--- src/rtl/dm_pkg.sv ---
// rtl/dm_pkg.sv - shared encodings, state type and lane helpers for the data-memory controller
package dm_pkg;

    localparam logic [1:0] SZ_WORD = 2'b00;
    localparam logic [1:0] SZ_HALF = 2'b01;
    localparam logic [1:0] SZ_BYTE = 2'b10;

    typedef enum logic [1:0] {
        ST_IDLE = 2'b00,
        ST_RD   = 2'b01,
        ST_WR   = 2'b10,
        ST_DONE = 2'b11
    } dm_state_t;

    // Encoding 2'b11 behaves exactly like a word access.
    function automatic logic [1:0] norm_size(input logic [1:0] size);
        return (size == 2'b11) ? SZ_WORD : size;
    endfunction

    function automatic logic is_misaligned(input logic [1:0] size, input logic [1:0] lo);
        case (size)
            SZ_HALF: return lo[0];
            SZ_BYTE: return 1'b0;
            default: return (lo != 2'b00);
        endcase
    endfunction

    // Bit offset of the selected little-endian lane inside the word.
    function automatic logic [4:0] lane_shift(input logic [1:0] size, input logic [1:0] lo);
        case (size)
            SZ_HALF: return {lo[1], 4'b0000};
            SZ_BYTE: return {lo, 3'b000};
            default: return 5'd0;
        endcase
    endfunction

endpackage

--- src/rtl/dm_lane_unit.sv ---
// rtl/dm_lane_unit.sv - combinational lane extract/extend and sub-word merge
// Ports:
//   i_word   : word read from RAM
//   i_lo     : byte offset addr[1:0]
//   i_size   : normalised access size
//   i_sign   : 1 = sign-extend loads
//   i_wdata  : right-aligned store data
//   o_ext    : extracted and extended load value
//   o_merged : i_word with the store lane replaced by i_wdata
module dm_lane_unit
    import dm_pkg::*;
(
    input  logic [31:0] i_word,
    input  logic [1:0]  i_lo,
    input  logic [1:0]  i_size,
    input  logic        i_sign,
    input  logic [31:0] i_wdata,
    output logic [31:0] o_ext,
    output logic [31:0] o_merged
);

    logic [4:0]  w_shift;
    logic [31:0] w_sh;
    logic [31:0] w_mask;

    assign w_shift = lane_shift(i_size, i_lo);
    assign w_sh    = i_word >> w_shift;

    always_comb begin
        o_ext  = i_word;
        w_mask = 32'hFFFF_FFFF;
        case (i_size)
            SZ_BYTE: begin
                o_ext  = {{24{i_sign & w_sh[7]}}, w_sh[7:0]};
                w_mask = 32'h0000_00FF;
            end
            SZ_HALF: begin
                o_ext  = {{16{i_sign & w_sh[15]}}, w_sh[15:0]};
                w_mask = 32'h0000_FFFF;
            end
            default: begin
                o_ext  = i_word;
                w_mask = 32'hFFFF_FFFF;
            end
        endcase
    end

    assign o_merged = (i_word & ~(w_mask << w_shift)) | ((i_wdata & w_mask) << w_shift);

endmodule

--- src/rtl/dm_rmw_ctrl.sv ---
// rtl/dm_rmw_ctrl.sv - CPU load/store to single-port RAM controller with sub-word read-modify-write
// Ports:
//   clk, rst            : clock, synchronous active-high reset
//   req, we, addr,
//   wdata, MemByte,
//   lsign               : CPU request (sampled in IDLE only)
//   rdata, ack, stall,
//   err                 : CPU response; ack/err pulse one cycle in DONE
//   ram_addr, ram_we,
//   ram_din, ram_dout   : synchronous RAM port (one-cycle read latency)
module dm_rmw_ctrl
    import dm_pkg::*;
#(
    parameter int AW = 9,
    parameter int DW = 32
) (
    input  logic          clk,
    input  logic          rst,
    input  logic          req,
    input  logic          we,
    input  logic [AW-1:0] addr,
    input  logic [DW-1:0] wdata,
    input  logic [1:0]    MemByte,
    input  logic          lsign,
    output logic [DW-1:0] rdata,
    output logic          ack,
    output logic          stall,
    output logic          err,
    output logic [AW-3:0] ram_addr,
    output logic          ram_we,
    output logic [DW-1:0] ram_din,
    input  logic [DW-1:0] ram_dout
);

    dm_state_t     r_state, w_next;
    logic [AW-1:0] r_addr;
    logic          r_we;
    logic [1:0]    r_size;
    logic          r_sign;
    logic [DW-1:0] r_wdata;
    logic          r_err;
    logic [DW-1:0] r_rdata;
    logic [DW-1:0] r_merged;

    logic [1:0]    w_size;
    logic          w_mis;
    logic [DW-1:0] w_ext;
    logic [DW-1:0] w_merged;

    assign w_size = norm_size(MemByte);
    assign w_mis  = is_misaligned(w_size, addr[1:0]);

    dm_lane_unit u_lane (
        .i_word   (ram_dout),
        .i_lo     (r_addr[1:0]),
        .i_size   (r_size),
        .i_sign   (r_sign),
        .i_wdata  (r_wdata),
        .o_ext    (w_ext),
        .o_merged (w_merged)
    );

    always_ff @(posedge clk) begin
        if (rst) begin
            r_state  <= ST_IDLE;
            r_addr   <= '0;
            r_we     <= 1'b0;
            r_size   <= SZ_WORD;
            r_sign   <= 1'b0;
            r_wdata  <= '0;
            r_err    <= 1'b0;
            r_rdata  <= '0;
            r_merged <= '0;
        end else begin
            r_state <= w_next;
            case (r_state)
                ST_IDLE: begin
                    if (req) begin
                        r_addr  <= addr;
                        r_we    <= we;
                        r_size  <= w_size;
                        r_sign  <= lsign;
                        r_wdata <= wdata;
                        r_err   <= w_mis;
                        r_rdata <= '0;
                    end
                end
                ST_RD: begin
                    if (r_we) r_merged <= w_merged;
                    else      r_rdata  <= w_ext;
                end
                default: ;
            endcase
        end
    end

    always_comb begin
        w_next   = r_state;
        ram_we   = 1'b0;
        ram_din  = '0;
        ram_addr = r_addr[AW-1:2];
        case (r_state)
            ST_IDLE: begin
                if (req) begin
                    // Drive the live address so the RAM sees it this cycle.
                    ram_addr = addr[AW-1:2];
                    if (w_mis) begin
                        w_next = ST_DONE;
                    end else if (we && (w_size == SZ_WORD)) begin
                        ram_we  = ~rst;
                        ram_din = wdata;
                        w_next  = ST_DONE;
                    end else begin
                        w_next = ST_RD;
                    end
                end
            end
            ST_RD:   w_next = r_we ? ST_WR : ST_DONE;
            ST_WR: begin
                // A reset arriving during WR abandons the write.
                ram_we  = ~rst;
                ram_din = r_merged;
                w_next  = ST_DONE;
            end
            ST_DONE: w_next = ST_IDLE;
            default: w_next = ST_IDLE;
        endcase
    end

    assign ack   = (r_state == ST_DONE);
    assign err   = ack & r_err;
    assign stall = req & ~ack;
    assign rdata = r_rdata;

endmodule

--- config.mk ---
export PLATFORM = sky130hd
export DESIGN_NAME = dm_rmw_ctrl
export DESIGN_NICKNAME = d
export VERILOG_FILES = /design/src/rtl/dm_pkg.sv /design/src/rtl/dm_lane_unit.sv /design/src/rtl/dm_rmw_ctrl.sv
export SDC_FILE = /design/constraint.sdc
export NUM_CORES = 1
export LEC_CHECK = 0
export BUFFER_PORTS_ARGS = -buffer_cell sky130_fd_sc_hd__buf_4
export CAP_MARGIN = 20
export CORE_MARGIN = 3
export CORE_UTILIZATION = 45
export CTS_BUF_LIST = sky130_fd_sc_hd__clkbuf_4 sky130_fd_sc_hd__clkbuf_8
export DETAILED_ROUTE_END_ITERATION = 16
export HOLD_SLACK_MARGIN = 0.1
export PLACE_DENSITY = 0.78
export SLEW_MARGIN = 10
export SYNTH_ARGS = -nofsm -noshare
export SYNTH_HDL_FRONTEND = slang
export SYNTH_SLANG_ARGS = --single-unit
--- constraint.sdc ---
create_clock -name clk -period 4 [get_ports clk]
set_input_delay 0.4 -clock clk [delete_from_list [all_inputs] [get_ports clk]]
set_output_delay 0.4 -clock clk [all_outputs]
set_load 0.03 [all_outputs]
== Yosys cells after proc, flatten, opt, wreduce, memory -nomap -nowiden ==
Cells that the tools add are included.

* Equal/unequal tests: 10
* Mux-type cells: 23
* Shift-type cells: 3
* Reductions and logical operators: 8
* Bitwise gates (word level): 10

{| class="wikitable"
|+ Operator list
! cell !! count
|-
| case mux 32 bit (2 select lines) || 4
|-
| two-way mux 32 bit || 5
|-
| AND 32 bit || 2
|-
| left shift 32 x 5 -> 32 bit || 2
|-
| NOT 32 bit || 1
|-
| bitwise OR 32 bit || 1
|-
| >> shifter 32 x 5 -> 16 bit || 1
|-
| two-way mux 7 bit || 2
|-
| equality test 2 bit (second input constant) || 5
|-
| case mux 5 bit (2 select lines) || 1
|-
| two-way mux 2 bit || 4
|-
| case mux 2 bit (4 select lines) || 1
|-
| equality test 2 x 1 -> 1 bit (second input constant) || 3
|-
| AND 1 bit || 4
|-
| logical NOT 2 bit || 2
|-
| two-way mux 1 bit || 4
|-
| != test 2 bit (second input constant) || 2
|-
| case mux 1 bit (2 select lines) || 2
|-
| AND reduction 2 bit || 2
|-
| nonzero test 2 bit || 2
|-
| AND reduction 3 bit || 1
|-
| NOT 1 bit || 2
|-
| logical AND 1 bit || 1
|}

* Word-level logic and storage cells: 63
* Register bits after elaboration: 112
* Bits of input ports: 80

== Longest topological paths before layout ==
Gate-level depths: netlist of the first run.

* Depth in word-level cells: 8
* Mapped depth: 10
* Mapped depth without buffers: 7

== Hierarchy ==
From an unflattened synthesis of the first run, not the netlist that was laid out.

* Cell total of the unflattened synthesis: 772
* Area, all modules: 5,838.1 um^2

{| class="wikitable"
|+ Modules (own cells, without submodules)
! module !! times used !! cells an instance !! area each (um^2) !! sequential area each (um^2)
|-
| dm_rmw_ctrl || 1 || 554 || 4,573.1 || 2,242.2
|-
| dm_lane_unit || 1 || 218 || 1,265.0 || 0.0
|}

== Least setup slack after synthesis of the first run ==
OpenSTA, ideal clock, no wires.

* Kind: input port to output port
* Start: input MemByte[0]
* End: output ram_we
* Data required time: 3.600 ns
* Arrival: 2.117 ns
* Cell stages on the path: 7
* Path buffers: 1
* Path slack: 1.483 ns
* Path through: inv_1 -> ha_1 -> nand2_1 -> nor4_1 -> clkbuf_1 -> nor2_1 -> nor2_1

* Cells in the longest elaborated chain, start to end: 8
* Elaborated cells on any way between the ends: 11
* Classes of those cells: eq/ne (3); mux (6); reduce/logical (2)

{| class="wikitable"
|+ Ends and longest elaborated chain
! element !! line !! text
|-
| from (decl) || dm_rmw_ctrl.sv:23 || <nowiki>input logic [1:0] MemByte,</nowiki>
|-
| equality test 2 bit || dm_pkg.sv:17 || <nowiki>return (size == 2'b11) ? SZ_WORD : size;</nowiki>
|-
| two-way mux 2 bit (*) || dm_pkg.sv:17 ||
|-
| branches (longest 3 deep; another with equality test 2 bit) || -- ||
|-
| two-way mux 1 bit (*) || dm_rmw_ctrl.sv:107 || <nowiki>if (w_mis) begin</nowiki>
|-
| two-way mux 1 bit (*) || dm_rmw_ctrl.sv:104 || <nowiki>if (req) begin</nowiki>
|-
| case mux 1 bit (2 select lines) (*) || dm_rmw_ctrl.sv:102 || <nowiki>case (r_state)</nowiki>
|-
| to (decl) || dm_rmw_ctrl.sv:30 || <nowiki>output logic ram_we,</nowiki>
|}

Mark *: on every way between the ends.

== Worst setup path after layout of the first run ==
* Start: register r_size[0]
* End: register r_rdata[21] (netlist: rdata[21])

* Cells in the longest elaborated chain, start to end: 7
* Elaborated cells on any way between the ends: 9
* Classes of those cells: eq/ne (2); shift (1); mux (4); bitwise (2)

{| class="wikitable"
|+ Ends and longest elaborated chain
! element !! line !! text
|-
| from (decl) || dm_rmw_ctrl.sv:38 || <nowiki>logic [1:0] r_size;</nowiki>
|-
| from (signal assigned) || dm_rmw_ctrl.sv:81 || <nowiki>r_size <= w_size;</nowiki>
|-
| equality test 2 bit or equality test 2 x 1 -> 1 bit (tied branches) || dm_pkg.sv:30, dm_lane_unit.sv:32 ||
|-
| case mux 5 bit (2 select lines) || dm_pkg.sv:30 || <nowiki>case (size)</nowiki>
|-
| >> shifter 32 x 5 -> 16 bit || dm_lane_unit.sv:27 || <nowiki>assign w_sh = i_word >> w_shift;</nowiki>
|-
| AND 1 bit (on tied branches) || dm_lane_unit.sv:38, dm_lane_unit.sv:34 ||
|-
| case mux 32 bit (2 select lines) (*) || dm_lane_unit.sv:32 || <nowiki>case (i_size)</nowiki>
|-
| two-way mux 32 bit (*) || dm_rmw_ctrl.sv:89 || <nowiki>if (r_we) r_merged <= w_merged;</nowiki>
|-
| case mux 32 bit (2 select lines) (*) || dm_rmw_ctrl.sv:76 || <nowiki>case (r_state)</nowiki>
|-
| to (signal assigned) || dm_rmw_ctrl.sv:90 || <nowiki>else r_rdata <= w_ext;</nowiki>
|-
| to (decl) || dm_rmw_ctrl.sv:42 || <nowiki>logic [DW-1:0] r_rdata;</nowiki>
|}

Every way passes the cells marked *; elsewhere a longest branch is shown, timed or not. The select of a mux whose other input is x is not followed.
A chain may end at the register's enable or synchronous reset.

==> results of run 1 <==
state kept, by name, summed over array words and instances, names as in the netlist:
signal / flops
r_merged: 32
r_wdata: 32
rdata: 32
r_addr: 9
r_size: 2
r_state: 2
r_err: 1
r_sign: 1
r_we: 1
metal layers:
layer	share of wire	global-route usage	vias up
met5	0	0	-
met4	0.031	0.0894	0
met3	0.083	0.0625	40
met2	0.46	0.401	261
met1	0.43	0.337	2711
li1	-	-	2803
power by group through the flow:
| stage | logic [mW] | registers, mW | clock network (mW) |
|---|---|---|---|
| after CTS | 1.27 | 1.42 | 0.774 |
| final | 1.29 | 1.42 | 0.768 |
| after detailed placement | 1.27 | 1.44 | 0 |
| after floorplan | 0.785 | 1.49 | 0 |
| after global routing | 1.41 | 1.44 | 0.814 |
| after global placement | 1.25 | 1.44 | 0 |
worst min-delay path by stage:
stage,from,end,slack (ns)
6_report,wdata[25],r_wdata[25],0.25
5_1_grt,wdata[16],r_wdata[16],0.25
3_5_place_dp,rdata[5],rdata[5],0.43
3_3_place_gp,rdata[15],rdata[15],0.43
4_1_cts,wdata[12],r_wdata[12],0.24
2_1_floorplan,r_err,r_err,0.43
cell families (layout without fill, tap and decap cells):
kind of cell | after synthesis | count (layout) | share of synthesized area
AO/OA/AOI/OAI | 230 | 230 | 0.284
adder cells (fa/ha/maj) | 9 | 9 | 0.0200
buffers and inverters | 82 | 204 | 0.0601
flip-flops | 112 | 112 | 0.399
multiplexers | 15 | 15 | 0.0267
AND/OR/NAND/NOR | 279 | 279 | 0.210
critical path, delay by kind of cell (launching register included):
family	cells	cell delay [ns]
AOI/OAI and AO/OA	4	1.39
buffers and inverters	1	0.05
adders and majority gates	1	0.80
DFF	1	0.37
and+or+nand+nor	1	0.31
layout by cell type (no fill, tap or decap), types with 2 or more instances in the layout:
master,netlist,layout
clkbuf_8,0,9
a21oi_1,92,92
o21ai_0,22,22
nand2_1,161,161
nor2b_1,4,4
a21oi_2,2,2
o21ai_1,10,10
bufinv_16,0,2
buf_4,4,166
a211oi_1,8,8
a311oi_1,7,7
dfxtp_1,112,112
a22o_1,32,32
o221ai_1,8,8
a221oi_1,15,15
nor3_1,32,32
ha_1,9,9
nand2b_1,6,6
mux2i_1,15,15
nor2_1,56,56
a221o_1,16,16
o211ai_1,2,2
inv_1,20,20
o2bb2ai_1,8,8
and2_1,4,4
nand3_1,7,7
clkinv_1,2,2
Yosys cell counts (2+ instances only):
| cell type | number |
|---|---|
| nand2_1 | 161 |
| dfxtp_1 | 112 |
| a21oi_1 | 92 |
| nor2_1 | 56 |
| clkbuf_1 | 43 |
| a22o_1 | 32 |
| nor3_1 | 32 |
| o21ai_0 | 22 |
| inv_1 | 20 |
| a221o_1 | 16 |
| a221oi_1 | 15 |
| mux2i_1 | 15 |
| o21ai_1 | 10 |
| ha_1 | 9 |
| a211oi_1 | 8 |
| o221ai_1 | 8 |
| o2bb2ai_1 | 8 |
| a311oi_1 | 7 |
| nand3_1 | 7 |
| buf_1 | 6 |
| nand2b_1 | 6 |
| buf_2 | 5 |
| and2_1 | 4 |
| buf_4 | 4 |
| nor2b_1 | 4 |
| a21oi_2 | 2 |
| clkinv_1 | 2 |
| o211ai_1 | 2 |
area by class of cell:
type,instances,area share
clock inverter,6,0.0131
multi-input combinational,533,0.432
clock buffer,10,0.0186
timing repair buffer,166,0.177
inverter,22,0.0117
tap,168,0.0298
sequential,112,0.318
metrics by stage:
stage | instance area, µm² | setup slack (ns) | utilization | instances | power, mW
floorplan | 5620 | 1.48 | - | 727 | 2.27
global placement | 6820 | 1.09 | 0.563 | 1000 | 2.69
detailed placement | 6820 | 0.994 | 0.563 | 1000 | 2.71
CTS | 7040 | 0.977 | 0.581 | 1016 | 3.46
global route | 7050 | 0.708 | 0.582 | 1017 | 3.67
finish | 7050 | 0.936 | 0.582 | 1017 | 3.48
==> key figures, run 1 <==
GRT
  – Vias in the first global route: 5373
  – Gr ovfl total: 0
  – Antenna violations before repair: 0
  – Overall routing resource usage: 0.253
  – Global-route wire length before repair: between 20000 and 30000 µm
  – Largest net degree at the start of global routing: between 70 and 80

Synthesis
  – Most used flip-flop cell after synthesis: dfxtp_1
  – Synth top area share: 0.399
  – YS warnings: 0
  – EDFF count, synth: 0
  – Cell variety after synth: between 40 and 50
  – Synth area leaders: dfxtp_1 (40%), nand2_1 (11%), a21oi_1 (8.2%)
  – Register bit total from synthesis: 112
  – Synth async-reset ratio: 0
  – Syn Nets: ~820
  – Post-Syn Instances: 727
  – Syn Area/Cell: ~7.7 µm²
  – Area leader, netlist: dfxtp_1
  – Sequential area share after synthesis: 0.399
  – Cell area after synthesis: 5620 µm²

Place
  – PortBufs: 154
  – Placer Congestion: 0.954
  – HPWL Detailed: 13000 µm

Layout
  – Fillers: 1168
  – Synthesis-to-layout area growth: 25.5%
  – Multi-input logic area: between 3000 and 4000 µm²
  – N_diodes: 0
  – Final nets: 933
  – Reg area: approximately 2200 µm²
  – Share of layout cells above drive strength 1: 0.226

Worst setup path
  – Critical path origin: r_size[0]
  – CP Cell Sequence: inv_1 > ha_1 > nor2b_1 > a221oi_2 > a211oi_2 > o31ai_4 > o21ai_0
  – FF-to-FF path depth: 7
  – Slowest CP cell: ha_1
  – CP endpoint: rdata[21]
  – Slowest stage delay, CP: 0.80 ns
  – R2R Path End: rdata[21]
  – Worst Path Required: 4.26 ns
  – CP Class: register to register
  – Crit. End Element: register
  – R2r startpoint: r_size[0]
  – Startpoint types: register
  – Flop-to-flop setup slack: 0.94 ns
  – Worst EP arrival: 3.33 ns
  – Max FO, Critical Path: 25

STA
  – Hold WS: between 0.2 and 0.25 ns
  – Setup violations, final: 0
  – Rel. slew slack: 0.395
  – Fin. max-slew vios: 0
  – Least-Margin Pin Slew: 0.908 ns
  – Hold Fails Final Rpt: 0
  – Fin crit period: approximately 3 ns
  – Setup Skew: 0.0131 ns
  – RSZ-0062 raised after global routing: false
  – Period utilization: 0.766
  – Maximum clock rate: 326 MHz
  – Total negative slack: 0 ns

Hold path
  – Hold Crit Class: input pin to register
  – Hold depth: 3

Routing
  – Post-DR wirelength/cell: 17.7 µm
  – DR iter-0 viols: 514
  – Vias per std cell: ~5.7
  – ANT nets after route: 0
  – Drt pass-1 iters: 5
  – DRC Markers: 0
  – Routed vias: 5815
  – Post-Route WL: around 18000 µm

Clock tree
  – Clock Path Buffers: 2
  – Hold_buf cts: 0
  – TritonCTS clock tree: done
  – Max H-tree Level: 3
  – Worst-path clk slew: 0.11 ns
  – Setup Buffers After CTS: 0
  – CTS root buffer: clkbuf_8
  – # clock sinks: 112
  – Post_cts resized: 0
  – CTS Buf Count: 9
  – Clk_lat worst skew: 0.40 ns

Power and ir drop
  – Sw Ratio: 0.398
  – Sw Pwr: between 1 and 1.5 mW
  – Maximum VDD drop: 0.350 mV
  – Leakage: between 2 and 3 nW
  – Combinational share of power: 0.370
  – Power share of the sequential group: 0.409
  – Clock network power share: 0.221
  – P_int: 2.09 mW
  – Power per standard cell area: 493 nW/µm²

Outcome
  – Outcome: complete, no violations

Floorplanning
  – I/O Pins: 155
  – Die width: 118 µm
  – Site row count: 40
  – Effective utilization at floorplan: 0.464
  – Die height: 118 µm
  – Die area: 13900 µm²
  – Placeable Area: 12100 µm²

Flow run
  – MaxCap Viol Count: 0
Power figures use the tool's default switching activity.
==> inputs of run 2 (changes only) <==
==> constraint.sdc (replaced) <==
create_clock -name clk -period 3.2 [get_ports clk]
set_input_delay 0.32 -clock clk [delete_from_list [all_inputs] [get_ports clk]]
set_output_delay 0.32 -clock clk [all_outputs]
set_load 0.03 [all_outputs]
==> run 2 against run 1 <==
  * Hold slack lost 0.072 ns
  * Largest cell class unchanged
  * Clock-buffer cell count grew 2
  * Critical endpoint unchanged
  * Fmax grew 8.3%
  * Design area grew 0.53%
  * Worst setup slack lost 0.56 ns
==> key figures, run 2 (synthesis gave the netlist of run 1 again) <==
Layout
  – Most frequent cells in the layout: buf_4 (170), nand2_1 (161), dfxtp_1 (112)
  – Share of layout cells above drive strength 1: 0.231 (+0.00453)
  – Fin util: 0.585 (+0.00310)
  – Non-filler cells, final: 1022 (+0.49%)
  – Commonest non-fill, non-tap cell in the layout: buf_4
  – Final nets: 938 (+0.54%)
  – Fillers: 1184 (+1.4%)
  – Synthesis-to-layout area growth: 26.1%
  – N_diodes: 0 (unchanged)

GRT
  – Largest net degree at the start of global routing: 54 (-24%)
  – Antenna violations before repair: 0 (unchanged)
  – Global-route wire length before repair: 28600 µm (+0.41%)
  – Overall routing resource usage: 0.252 (-0.000944)
  – Gr ovfl total: 0 (unchanged)
  – Vias in the first global route: 5314 (-1.1%)

Worst setup path
  – Worst Path Required: 3.45 ns (-0.81 ns)
  – CP endpoint: rdata[21]
  – CP Class: register to register
  – Crit. End Element: register
  – Startpoint types: register
  – R2R Path End: rdata[21]
  – Max FO, Critical Path: 22 (-12%)
  – Flop-to-flop setup slack: 0.37 ns (-0.56 ns)
  – R2r startpoint: r_size[0]
  – Critical path origin: r_size[0]
  – FF-to-FF path depth: 7 (unchanged)
  – Worst EP arrival: 3.08 ns (-0.25 ns)

Floorplanning
  – Die height: 118 µm (unchanged)
  – Die width: 118 µm (unchanged)
  – I/O Pins: 155 (unchanged)
  – Effective utilization at floorplan: 0.464 (unchanged)
  – Placeable Area: 12100 µm² (unchanged)
  – Die area: 13900 µm² (unchanged)
  – Site row count: 40 (unchanged)

Routing
  – Vias per std cell: 5.67 (-0.83%)
  – DR iter-0 viols: 529 (+2.9%)
  – Drt pass-1 iters: 5 (unchanged)
  – ANT nets after route: 0 (unchanged)
  – Routed vias: 5795 (-0.34%)
  – DRC Markers: 0 (unchanged)
  – Post-DR wirelength/cell: 17.4 µm (-1.7%)
  – Post-Route WL: 17800 µm (-1.2%)

Power and ir drop
  – Maximum VDD drop: 0.335 mV (-4.2%)
  – Leakage: 2.95 nW (+0.84%)
  – Power per standard cell area: 610 nW/µm² (+24%)

STA
  – Period utilization: 0.884 (+0.118)
  – Least-Margin Pin Slew: 0.744 ns (-0.164 ns)
  – Hold Fails Final Rpt: 0 (unchanged)
  – RSZ-0062 raised after global routing: false
  – Rel. slew slack: 0.504 (+0.109)
  – Fin. max-slew vios: 0 (unchanged)
  – Setup Skew: 0.0104 ns (-0.00266 ns)
  – Maximum clock rate: 354 MHz (+8.3%)
  – Setup violations, final: 0 (unchanged)
  – Fin crit period: 2.83 ns (-0.236 ns)
  – Total negative slack: 0 ns (unchanged)

Clock tree
  – Max H-tree Level: 3 (unchanged)
  – Worst-path clk slew: 0.11 ns (about the same)
  – CTS root buffer: clkbuf_8
  – Setup Buffers After CTS: 0 (unchanged)
  – Clk_lat worst skew: 0.39 ns (about the same)
  – Hold_buf cts: 0 (unchanged)
  – # clock sinks: 112 (unchanged)
  – Clock Path Buffers: 2 (unchanged)
  – Post_cts resized: 0 (unchanged)
  – CTS Buf Count: 9 (unchanged)
  – TritonCTS clock tree: done

Place
  – Placer Congestion: 0.930 (-2.5%)
  – HPWL Detailed: 13100 µm (+0.37%)
  – Inst Count DP: 1005 (+0.50%)
  – PortBufs: 154 (unchanged)

Hold path
  – Hold Crit Class: input pin to register

Outcome
  – Outcome: complete, no violations

Flow run
  – MaxCap Viol Count: 0 (unchanged)
==> run 2: routing by layer <==
layer / share of wire / track usage / wire [µm]
met5: 0 / 0 / 0
met1: 0.44 / 0.347 / 7860
met4: 0.031 / 0.105 / 549
met2: 0.46 / 0.390 / 8100
met3: 0.072 / 0.0471 / 1280
==> run 2: through the flow <==
step | setup slack, ns | area [µm²] | power (mW) | hold WS [ns]
2_1_floorplan | 0.843 | 5620 | 2.84 | 0.432
3_3_place_gp | 0.501 | 6850 | 3.39 | 0.430
3_5_place_dp | 0.411 | 6860 | 3.42 | 0.431
4_1_cts | 0.400 | 7080 | 4.32 | 0.169
5_1_grt | 0.115 | 7090 | 4.57 | 0.178
6_report | 0.372 | 7090 | 4.32 | 0.176
==> run 2: layout make-up <==
| class | count | area, µm² | area share |
|---|---|---|---|
| timing repair buffer | 171 | 1290 | 0.182 |
| multi-input combinational | 533 | 3040 | 0.430 |
| clock inverter | 4 | 51.3 | 0.00724 |
| tap | 168 | 210 | 0.0297 |
| inverter | 22 | 82.6 | 0.0117 |
| sequential | 112 | 2240 | 0.316 |
| clock buffer | 12 | 165 | 0.0233 |
==> run 2: worst min-delay path by stage <==
stage                          from          end  slack (ns)  depth (start not counted)
after floorplan               r_err        r_err        0.43                          2
after global placement     rdata[1]     rdata[1]        0.43                          2
after detailed placement   rdata[1]     rdata[1]        0.43                          2
after CTS                 wdata[13]  r_wdata[13]        0.17                          3
after global routing       wdata[5]   r_wdata[5]        0.18                          3
final                     wdata[13]  r_wdata[13]        0.18                          3
==> run 2: where the power goes <==
part           internal (mW)  total, mW  switching (mW)
Clock                  0.427      0.920           0.494
Sequential              1.61       1.76           0.159
Combinational          0.567       1.64            1.07
Total                   2.60       4.32            1.72
==> run 2: critical path, stage by stage, from the launching register on <==
cell and delay, ns:
dfxtp_1 0.37, inv_1 0.06, ha_1 0.45, or2_1 0.48, a221oi_2 0.36, a211oi_2 0.16
o31ai_4 0.61, o21ai_0 0.20
